## config.mk

```make
export PLATFORM = sky130hd
export DESIGN_NAME = trim_ctrl_bank
export DESIGN_NICKNAME = d
export VERILOG_FILES = /design/src/rtl/trim_ctrl_bank.sv
export SDC_FILE = /design/constraint.sdc
export NUM_CORES = 1
export LEC_CHECK = 0
export ABC_AREA = 1
export BUFFER_PORTS_ARGS = -buffer_cell sky130_fd_sc_hd__buf_2
export CAP_MARGIN = 20
export CELL_PAD_IN_SITES_DETAIL_PLACEMENT = 0
export CELL_PAD_IN_SITES_GLOBAL_PLACEMENT = 1
export CORE_MARGIN = 2
export CORE_UTILIZATION = 37
export CTS_BUF_LIST = sky130_fd_sc_hd__clkbuf_16
export CTS_CLUSTER_SIZE = 30
export DETAILED_ROUTE_END_ITERATION = 10
export PLACE_DENSITY = 0.76
export SETUP_SLACK_MARGIN = 0.3
export SLEW_MARGIN = 40
export SYNTH_ARGS = -nofsm -noshare
export SYNTH_HDL_FRONTEND = slang
export SYNTH_SLANG_ARGS = --single-unit
```

## constraint.sdc

```tcl
create_clock -name CLK -period 3.06 [get_ports CLK]
set_clock_uncertainty 0.1 [all_clocks]
set_input_delay 0.612 -clock CLK [delete_from_list [all_inputs] [get_ports CLK]]
set_output_delay 0.612 -clock CLK [all_outputs]
set_load 0.01 [all_outputs]
```

## src/rtl/trim_ctrl_bank.sv

```systemverilog
// Trim-code register bank: NCH channels of TW bits, auto-loaded from NVM, then served by test-mode commands.
// Macro TRIM_NVMLOAD_EN enables the NVM auto-load sequence; without it channels stay at DEFVAL after reset.
module trim_ctrl_bank #(
    parameter int              NCH    = 6,
    parameter int              TW     = 5,
    parameter int              AW     = 6,
    parameter logic [TW-1:0]   DEFVAL = 5'b10000
) (
    input  logic              CLK,
    input  logic              RESET,
    input  logic              TSTN,
    input  logic              WDWR,
    input  logic              MODEWR,
    input  logic              MODERD,
    input  logic              MODENOP,
    input  logic [1:0]        INCDECWS,
    input  logic [AW-1:0]     R0A,
    input  logic [TW-1:0]     WDATA,
    output logic [TW-1:0]     RDATA,
    output logic              RVALID,
    output logic              ERR,
    output logic              NVMREQ,
    output logic [AW-1:0]     NVMADDR,
    input  logic              NVMACK,
    input  logic [TW-1:0]     NVMDATA,
    output logic              LOADDONE,
    output logic [NCH*TW-1:0] TRMOUT
);

    typedef enum logic [1:0] {IDLE, REQ, GAP, READY} state_t;

    state_t          state_reg, state_next;
    logic            loaddone_reg, loaddone_next;
    logic [TW-1:0]   trim_reg [NCH];
    logic [TW-1:0]   rdata_reg;
    logic            rvalid_reg, err_reg;

    logic [2:0]      mode;
    logic            mode_ok, cmd, bad, cmd_ok, wr_we, rd_en;
    logic [TW-1:0]   cur_val, wr_val;

`ifdef TRIM_NVMLOAD_EN
    logic [AW-1:0]   index_reg, index_next;
    logic            load_we;
`endif

    // Command decode; anything arriving before READY is rejected without touching the load.
    assign mode    = {MODEWR, MODERD, MODENOP};
    assign mode_ok = (mode == 3'b100) || (mode == 3'b010) || (mode == 3'b001);
    assign cmd     = WDWR && !TSTN;
    assign bad     = !mode_ok || (32'(R0A) >= NCH) || (MODEWR && (INCDECWS == 2'b11));
    assign cmd_ok  = cmd && (state_reg == READY) && !bad;
    assign wr_we   = cmd_ok && MODEWR;
    assign rd_en   = cmd_ok && MODERD;

    always_comb begin
        cur_val = '0;
        for (int i = 0; i < NCH; i++) begin
            if (R0A == AW'(i)) cur_val = trim_reg[i];
        end
    end

    always_comb begin
        wr_val = cur_val;
        case (INCDECWS)
            2'b00:   wr_val = WDATA;
            2'b01:   wr_val = (cur_val == {TW{1'b1}}) ? cur_val : cur_val + TW'(1);
            2'b10:   wr_val = (cur_val == '0) ? cur_val : cur_val - TW'(1);
            default: wr_val = cur_val;
        endcase
    end

    always_comb begin
        state_next    = state_reg;
        loaddone_next = loaddone_reg;
`ifdef TRIM_NVMLOAD_EN
        index_next    = index_reg;
        load_we       = 1'b0;
        case (state_reg)
            IDLE: state_next = REQ;
            REQ: begin
                if (NVMACK) begin
                    load_we = 1'b1;
                    if (index_reg == AW'(NCH - 1)) begin
                        state_next    = READY;
                        loaddone_next = 1'b1;
                    end else begin
                        index_next = index_reg + AW'(1);
                        state_next = GAP;
                    end
                end
            end
            GAP:     state_next = REQ;
            default: state_next = state_reg;
        endcase
`else
        if (state_reg != READY) begin
            state_next    = READY;
            loaddone_next = 1'b1;
        end
`endif
    end

    always_ff @(posedge CLK) begin
        if (RESET) begin
            state_reg    <= IDLE;
            loaddone_reg <= 1'b0;
            rdata_reg    <= '0;
            rvalid_reg   <= 1'b0;
            err_reg      <= 1'b0;
`ifdef TRIM_NVMLOAD_EN
            index_reg    <= '0;
`endif
        end else begin
            state_reg    <= state_next;
            loaddone_reg <= loaddone_next;
            rvalid_reg   <= rd_en;
            err_reg      <= cmd && ((state_reg != READY) || bad);
            if (rd_en) rdata_reg <= cur_val;
`ifdef TRIM_NVMLOAD_EN
            index_reg    <= index_next;
`endif
        end
    end

    // Load writes only happen in REQ and command writes only in READY, so they never collide.
    always_ff @(posedge CLK) begin
        for (int i = 0; i < NCH; i++) begin
            if (RESET) begin
                trim_reg[i] <= DEFVAL;
`ifdef TRIM_NVMLOAD_EN
            end else if (load_we && (index_reg == AW'(i))) begin
                trim_reg[i] <= NVMDATA;
`endif
            end else if (wr_we && (R0A == AW'(i))) begin
                trim_reg[i] <= wr_val;
            end
        end
    end

    generate
        for (genvar gi = 0; gi < NCH; gi++) begin : g_trmout
            assign TRMOUT[gi*TW +: TW] = trim_reg[gi];
        end
    endgenerate

    assign RDATA    = rdata_reg;
    assign RVALID   = rvalid_reg;
    assign ERR      = err_reg;
    assign LOADDONE = loaddone_reg;

`ifdef TRIM_NVMLOAD_EN
    assign NVMREQ  = (state_reg == REQ);
    assign NVMADDR = index_reg;
`else
    logic unused_nvm;
    assign unused_nvm = ^{NVMACK, NVMDATA};
    assign NVMREQ     = 1'b0;
    assign NVMADDR    = '0;
`endif

endmodule

```

==> impl_metrics.tcl, run 1 <==
set metrics [dict create \
    cts_tree "built" \
    cts-buffers-inserted 5 \
    largest_reg_flops 30 \
    die_area_um2 6990 \
    drtIter0Drc 138 \
    crit_slowest_cell "nor3_4" \
    fillers 638 \
    first_global_vias 2016 \
    multi_input_area_um2 1100 \
    dp_hpwl_um 4550 \
    rows 29 \
    r2r_slack_ns 0.74 \
    cts_root_buf "clkbuf_16" \
    antenna_found_initial 0 \
    worstPathCellList "buf_2 > nor2_4 > nand2_4 > nor3_4 > nand2_1 > nand4_2 > ha_1 > nand2_4 > nor2_8 > nand3_1 > nand3_1 > nand2_2 > nor2_4 > nor2_1" \
    p_clk_share_pct 48.0 \
    drive_above_1_share_pct 35.3 \
    cp-start-kind "primary input" \
    switchingPower_mw 0.307 \
    synth-xor-area-share_pct 0.747 \
    die_h_um 83.6 \
    grtUsageTotal_pct 16.8 \
    die_w_um 83.6 \
    p_seq_share_pct 41.5 \
    synth_cells 282 \
    p_int_mw 1.09 \
    cap_violations 0 \
    post_cts_buffers 0 \
    stdcell_area_um2 3010 \
    endpoint_kind "flop" \
    clkTransAtPathRegs_ns 0.05 \
    crit_fanout 7 \
    num_vias 2053 \
    yosys_warnings 0 \
    ir_drop_mv 0.246 \
    layout_common_cells "nand2_1, buf_2, nor2_1" \
    worst_slack_ns 0.465 \
    drc 0 \
    synthMuxAreaShare_pct 0 \
    period_needed_ns 2.59 \
    grt_overflow 0 \
    dpl_worst_slack_ns 0.178 \
    routed_via_density 4.70 \
    finalWeightedCongestion 0.823 \
    port_buffers 57 \
    cts_max_level 2 \
    fin_crit_sh_pct 84.8 \
    core-area_um2 6240 \
    finalSetupViolCount 0 \
    synth_compound_area_share_pct 4.32 \
    regArea_um2 1060 \
    yosys_register_bits 38 \
    placed_area_um2 2810 \
    clk_latency_ns 0.28 \
    syn_area_um2 2350 \
    synthAdderAreaFrac_pct 1.07 \
    grt_setup_unrepaired "false" \
    setup_tns_ns 0 \
    cts_sinks 38 \
    synth_area_per_cell_um2 8.32 \
    whs_ns 0.407 \
    p_comb_share_pct 10.5 \
    routed_wl_um 5720 \
    p_leak_nw 1.54 \
    slew_viol_final 0 \
    cp.arrival_ns 2.52 \
    max_freq_ghz 0.385 \
    cp_data_required_time_ns 2.99 \
    worst-setup-path-type "primary input to flop" \
    max_slew_margin_pct 66.0 \
    finalHoldViolations 0 \
    hold_class "primary input to flop" \
    wl_per_cell_um 13.1 \
    grt_pass1_wl_um 9320 \
    yosysSeqAreaShare_pct 45.2 \
    synth_top_family_by_area "simple AND/OR/NAND/NOR gates" \
    firstDrtPassIters 4 \
    p_per_area_nw_per_um2 463 \
    yosys.area_share.simple_pct 39.2 \
    ys_types 30 \
    final_common_cell "nand2_1" \
    status "completed" \
    syn_to_final_growth_pct 28.2 \
    grt_start_max_net_pins 19 \
    diodes 0 \
    ant_nets 0 \
    crit_path_max_incr_delay_ns 0.24 \
    max_slew.worst_pin.slew_ns 0.506 \
    pin_count 71 \
    cts.path.max_buffers 2 \
    start_util_pct 37.6 \
    swShare_pct 22.1 \
    nets 387 \
]
[layer usage]
layer / part of all wire [%] / track usage [%] / routed length (um) / vias to the layer above
met4: 1.6 / 5.43 / 93 / 0
met2: 48 / 28.9 / 2740 / 63
met1: 44 / 21.2 / 2540 / 929
li1: - / - / - / 1053
met5: 0 / 0 / 0 / -
met3: 6.0 / 3.46 / 342 / 8
[layout make-up]
class / count / share of cell area (%)
Timing Repair Buffer: 73 / 13.5
Multi-Input combinational cell: 200 / 36.5
Clock inverter: 3 / 2.29
Sequential cell: 38 / 35.3
Inverter: 41 / 5.12
Tap cell: 77 / 3.20
Clock buffer: 5 / 4.16
[worst max-delay path: cells and delay by family]
family	cells	cell delay (ns)
fa+ha+maj	1	0.23
buf+inv	1	0.12
simple gates	12	1.55
[power groups by stage]
stage	Clock (mW)	Combinational (mW)	Sequential [mW]
after CTS	0.674	0.146	0.578
after global routing	0.702	0.162	0.579
final	0.669	0.146	0.578
after detailed placement	0	0.146	0.589
after floorplan	0	0.0839	0.596
after global placement	0	0.144	0.589
[final timing paths]
path / cells after the start / startpoint / end
setup / recovery: 14 / R0A[3] / trim_reg[2][0]
hold / removal: 2 / TSTN / ERR
setup reg to reg: 15 / trim_reg[1][1] / trim_reg[1][2]
hold reg to reg: 2 / RDATA[1] / RDATA[1]
[per-stage QoR]
stage	total power, mW	std cells	util (%)
3_3_place_gp	0.733	429	45.0
5_1_grt	1.44	437	48.2
3_5_place_dp	0.735	429	45.0
2_1_floorplan	0.679	288	-
6_report	1.39	437	48.2
4_1_cts	1.40	437	48.1
[synth_stat cells]
cell | count | area [um2]
inv_2 | 7 | 26.3
nand3_1 | 17 | 85.1
a21oi_1 | 10 | 50.1
conb_1 | 1 | 3.75
dfxtp_1 | 8 | 160
xor2_1 | 1 | 8.76
nand4_4 | 2 | 42.5
nor2_1 | 38 | 143
xnor2_1 | 1 | 8.76
nor2_2 | 9 | 56.3
nand2_2 | 5 | 31.3
o21ai_0 | 5 | 25.0
nor3_1 | 2 | 10.0
buf_4 | 8 | 60.1
nand2_1 | 69 | 259
nand3_2 | 6 | 60.1
inv_1 | 33 | 124
o21ai_2 | 2 | 17.5
edfxtp_1 | 30 | 901
nor4_1 | 2 | 12.5
nand4_1 | 8 | 50.1
ha_1 | 2 | 25.0
nand4_2 | 1 | 12.5
clkbuf_1 | 1 | 3.75
nor2_4 | 4 | 45.0
nor2_8 | 2 | 40.0
a21oi_2 | 1 | 8.76
clkinv_1 | 1 | 3.75
nand2_4 | 5 | 56.3
nor3_4 | 1 | 16.3
[kinds of logic (layout without fill, tap and decap cells)]
group	Yosys count	after routing
buffers and inverters	50	122
other	1	7
AOI/OAI and AO/OA	18	18
and+or+nand+nor	171	171
xor gates and xnor gates	2	2
adders and majority gates	2	2
DFF	38	38
[what timing repair did]
action,CTS,global route
resized for setup,0,2
setup endpoints to repair,0,19
endpoints found under the hold margin,0,0
hold buffers,0,0
(Power assumes the default switching activity.)
==> run 2, diff against run 1 <==
- ABC_AREA: 1 -> 0
- CORE_UTILIZATION: 37 -> 36
- PLACE_DENSITY: 0.76 -> 0.73
- clock period: 3.06 -> 2.1 ns (I/O delays scaled with it)
==> run 2 against run 1 <==
Net effect:
- the flow now finishes with violations (design-rule violations, negative setup slack)
- critical path type is now flop to flop
- hold slack got worse by 0.15 ns
- highest routed layer unchanged
- critical endpoint is now trim_reg[0][1]
- non-clock buffer count rose by 87
- die area rose by 5.4%
==> impl_metrics.tcl, run 2 <==
set metrics [dict create \
    ant_nets 0 \
    dpl_worst_slack_ns -0.750 \
    drive_above_1_share_pct 64.5 \
    synthMuxAreaShare_pct 6.80 \
    cp_data_required_time_ns 2.12 \
    synthAdderAreaFrac_pct 1.04 \
    first_global_vias 2368 \
    grt_setup_unrepaired "true" \
    wl_per_cell_um 18.4 \
    synth_top_area_share_pct 37.4 \
    endpoint_kind "flop" \
    setup_tns_ns -16.66 \
    syn_to_final_growth_pct 67.0 \
    cts_max_level 2 \
    multi_input_area_um2 1510 \
    crit_fanout 6 \
    routed_wl_um 8350 \
    nets 404 \
    period_needed_ns 2.66 \
    status "complete, but fails checks" \
    routed_via_density 5.56 \
    yosysMostFrequentCell "edfxtp_1" \
    grt_pass1_wl_um 12000 \
    grt_start_max_net_pins 18 \
    wl_met2_um 4230 \
    start_util_pct 37.5 \
    clkTransAtPathRegs_ns 0.07 \
    p_per_area_nw_per_um2 525 \
    finalSetupViolCount 50 \
    clk_latency_ns 0.29 \
    grtUsageTotal_pct 21.5 \
    drtIter0Drc 164 \
    final_core_util_pct 62.7 \
    antenna_found_initial 0 \
    dp_hpwl_um 5680 \
    die_w_um 85.8 \
    port_buffers 57 \
    diodes 0 \
    syn_area_um2 2410 \
    yosys_most_used_dff "edfxtp_1" \
    core-area_um2 6420 \
    yosys_register_bits 38 \
    layout_common_cells "buf_4, buf_2, edfxtp_1" \
    r2r_slack_ns -0.56 \
    grt_overflow 0 \
    cts_hold_buf 0 \
    stdcell_area_um2 4030 \
    fillers 517 \
    synth_area_leaders "edfxtp_1, dfxtp_1, mux4_2" \
    cts-buffers-inserted 5 \
    routedLengthMet1_um 3490 \
    cts_root_buf "clkbuf_16" \
    slew_viol_final 0 \
    fin_crit_sh_pct 127 \
    hold_class "primary input to flop" \
    synth-xor-area-share_pct 0.363 \
    cts_tree "built" \
    cts_sinks 38 \
    synth.largest_area_cell "edfxtp_1" \
    synth_common_cells "edfxtp_1, a21oi_1, nand2_1, nand3_1, o21ai_0" \
    met3_length_um 451 \
    die_area_um2 7370 \
    p_leak_nw 1.63 \
    cp-start-kind "flop" \
    max_freq_ghz 0.376 \
    ir_drop_mv 0.365 \
    worst_slack_ns -0.562 \
    final_common_cell "buf_4" \
    rows 29 \
    cts.path.max_buffers 2 \
    async_flop_share_pct 0 \
    dp_cells 419 \
    synth_cells 220 \
    fin_total_pwr_mw 2.11 \
    finalHoldViolations 0 \
    yosys.area_share.simple_pct 21.2 \
    firstDrtPassIters 10 \
    synth_edf_count 30 \
    placed_area_um2 3350 \
    worst-setup-path-type "flop to flop" \
    largest_reg_flops 30 \
    fin_cells 454 \
    pin_count 71 \
    cap_violations 0 \
    num_vias 2523 \
    ys_types 65 \
    synth_top_family_by_area "simple AND/OR/NAND/NOR gates" \
    regArea_um2 1060 \
    synth_compound_area_share_pct 20.4 \
    highest_layer "met4" \
    die_h_um 85.8 \
    cp.arrival_ns 2.69 \
    whs_ns 0.255 \
    yosysSeqAreaShare_pct 44.0 \
    yosys_warnings 0 \
    synth_area_per_cell_um2 11.0 \
    finalWeightedCongestion 0.841 \
    drc 3 \
    violations "design-rule violations, negative setup slack" \
]
run 2: cell count changes after synthesis, sizes merged, moves of 5 or more:
cell    change
or3         +5
o21ai       +6
nand3      -11
mux4        +5
a31oi       +8
o21bai      +6
buf         +5
nand4       -8
nor2       -45
a21oi       +7
inv        -35
nand2      -63
nor3        +6
run 2: final timing paths:
path	start	end	cells past startpoint
min reg2reg	RDATA[3]	RDATA[3]	2
min	TSTN	ERR	2
max reg2reg	trim_reg[2][0]	trim_reg[0][1]	8
max	trim_reg[2][0]	trim_reg[0][1]	8
run 2: worst max-delay path: stages, from the launching register on:
cell and delay (ns):
edfxtp_1 0.41, mux4_2 0.53, a32oi_4 0.20, ha_2 0.23, nand3b_1 0.15, buf_6 0.18
o31ai_2 0.32, nand3_4 0.16, a31oi_1 0.22
run 2: repair_timing:
item / in CTS / in global routing
pin swaps: 17 / 16
resized for setup: 28 / 44
cloned: 0 / 1
setup buffers: 11 / 15
endpoints found under the setup margin: 65 / 65
run 2: cells by family (layout without fill, tap and decap cells):
| logic type | Yosys count | after routing |
|---|---|---|
| DFF | 38 | 38 |
| adders and majority gates | 2 | 2 |
| xor gates and xnor gates | 1 | 1 |
| and+or+nand+nor | 77 | 77 |
| muxes | 10 | 10 |
| AOI/OAI and AO/OA | 68 | 68 |
| buffers and inverters | 23 | 174 |
| other | 1 | 7 |
run 2: final cells by class:
type	count	share of cell area, %
sequential	38	26.4
inverter	6	0.559
tap	77	2.39
clock buffer	5	3.11
timing repair buffer	160	28.9
clock inverter	3	1.12
multi-input combinational	165	37.6
run 2: power breakdown:
| part | internal [mW] | switching [mW] | total, mW |
|---|---|---|---|
| logic | 0.187 | 0.203 | 0.390 |
| clock network | 0.560 | 0.320 | 0.880 |
| registers | 0.830 | 0.0128 | 0.842 |
| total | 1.58 | 0.536 | 2.11 |
run 2: per-layer routing:
| layer | GRT usage [%] | vias up |
|---|---|---|
| met5 | 0 | - |
| met4 | 7.50 | 0 |
| met3 | 3.56 | 16 |
| met2 | 35.7 | 107 |
| met1 | 28.4 | 1232 |
| li1 | - | 1168 |
==> run 3, diff against run 2 <==
- CORE_MARGIN: 2 -> 4
==> run 3 against run 2 <==
Net effect:
- the run ends with negative setup slack left
- clock power down 4.2%
- hold slack got worse by 0.0052 ns
- die area up 9.5%
- non-clock buffer count is 20 lower
- core utilization is 2.9 points lower
- setup slack got worse by 0.0042 ns
- sequential share of layout area rose by 1.3 points
- global-route usage down 1.5 points
- via count decreased by 3.2%
- cell count is 4.6% lower
- largest power group is now registers
==> impl_metrics.tcl, run 3 (same netlist as run 2, synthesis figures left out) <==
set metrics [dict create \
    status "complete, but fails checks" \
    grt_start_max_net_pins 18 \
    r2r_slack_ns -0.57 \
    diodes 0 \
    worst-setup-path-type "flop to flop" \
    ant_nets 0 \
    regArea_um2 1060 \
    cts_max_level 2 \
    clkTransAtPathRegs_ns 0.06 \
    cts-buffers-inserted 5 \
    endpoint_kind "flop" \
    fin_cells 433 \
    fin_crit_sh_pct 127 \
    first_global_vias 2460 \
    die_area_um2 8070 \
    wl_per_cell_um 18.6 \
    largest_reg_flops 30 \
    dp_cells 415 \
    cts_sinks 38 \
    grtUsageTotal_pct 19.9 \
    drc 0 \
    placed_area_um2 3350 \
    num_vias 2442 \
    ir_drop_mv 0.380 \
    antenna_found_initial 0 \
    whs_ns 0.250 \
    grt_pass1_wl_um 12800 \
    max_freq_ghz 0.375 \
    pin_count 71 \
    routed_wl_um 8050 \
    grt_setup_unrepaired "true" \
    cts_tree "built" \
    cts.path.max_buffers 2 \
    finalHoldViolations 0 \
    hold_class "primary input to flop" \
    hold_end "ERR" \
    r2r-start "trim_reg[3][0]" \
    core-area_um2 6420 \
    firstDrtPassIters 4 \
    violations "negative setup slack" \
    fin_total_pwr_mw 2.04 \
    crit_fanout 6 \
    cp.arrival_ns 2.59 \
    finalWeightedCongestion 0.890 \
    layout_common_cells "buf_4, buf_2, edfxtp_1" \
    reg2reg_to "trim_reg[0][1]" \
    slew_viol_final 0 \
    cp-start-kind "flop" \
    die_w_um 89.8 \
    dp_hpwl_um 6070 \
    hold-path-cell-count 2 \
    stdcell_area_um2 3840 \
    p_leak_nw 1.52 \
    drtIter0Drc 151 \
    cts_root_buf "clkbuf_16" \
    fillers 548 \
    min-delay-start "TSTN" \
    die_h_um 89.8 \
    setup_tns_ns -14.45 \
    final_common_cell "buf_4" \
    multi_input_area_um2 1480 \
    rows 29 \
    finalSetupViolCount 43 \
    cp_data_required_time_ns 2.02 \
    syn_to_final_growth_pct 59.2 \
    p_per_area_nw_per_um2 530 \
    clk_latency_ns 0.28 \
    worst_slack_ns -0.566 \
    start_util_pct 37.5 \
    nets 384 \
    ff2ff_path_depth 7 \
    cap_violations 0 \
    drive_above_1_share_pct 60.4 \
    period_needed_ns 2.67 \
    grt_overflow 0 \
    cts_hold_buf 0 \
    routed_via_density 5.64 \
    port_buffers 57 \
]
[run 3: cell types whose count changed in the layout (fill, tap and decap cells not counted), sizes merged]
cell / change
buf: -20
clkinvlp: -2
clkinv: +1
[run 3: per-stage QoR]
stage               util [%]  setup slack (ns)
finish                  59.8            -0.566
global route            59.8            -0.618
CTS                     57.8            -0.481
detailed placement      52.1            -0.754
global placement        52.1            -0.662
floorplan                  -            -0.537
[run 3: power breakdown]
part           switching (mW)  leakage (nW)  internal (mW)
clock network           0.294        0.0773          0.549
logic                   0.186          1.08          0.162
registers              0.0135         0.363          0.830
[run 3: worst max-delay path by stage]
stage | start | cells past startpoint | end
final | trim_reg[3][0] | 7 | trim_reg[0][1]
after global routing | trim_reg[3][0] | 7 | trim_reg[5][1]
after CTS | trim_reg[3][0] | 7 | trim_reg[1][1]
after detailed placement | R0A[0] | 8 | trim_reg[0][0]
after global placement | R0A[0] | 8 | trim_reg[4][1]
after floorplan | R0A[0] | 8 | trim_reg[1][1]
[run 3: layout make-up]
type	count	share of cell area (%)
Tap cell	77	2.51
Sequential cell	38	27.6
Clock buffer	5	3.26
Timing Repair Buffer	140	26.6
Multi-Input combinational cell	165	38.5
Inverter	6	0.587
Clock inverter	2	0.880
[run 3: worst max-delay path, stage by stage (launching register included)]
cell and delay, ns:
edfxtp_1 0.42, mux4_2 0.54, a32oi_4 0.22, ha_2 0.22, nand3b_1 0.19, or4_4 0.49
nand3_4 0.14, a31oi_1 0.09
[run 3: metal layers]
metal  global-route usage (%)  vias up  wire (um)
li1                         -     1128          -
met2                     33.5      105       3950
met4                     6.13        0        136
met1                     26.1     1195       3410
met5                        0        -          0
met3                     3.76       14        555
[run 3: timing repair]
item / 4_1_cts / 5_1_grt
cloned: 0 / 0
resized for setup: 36 / 18
pin swaps: 19 / 8
endpoints found under the setup margin: 63 / 66
setup buffers: 7 / 4
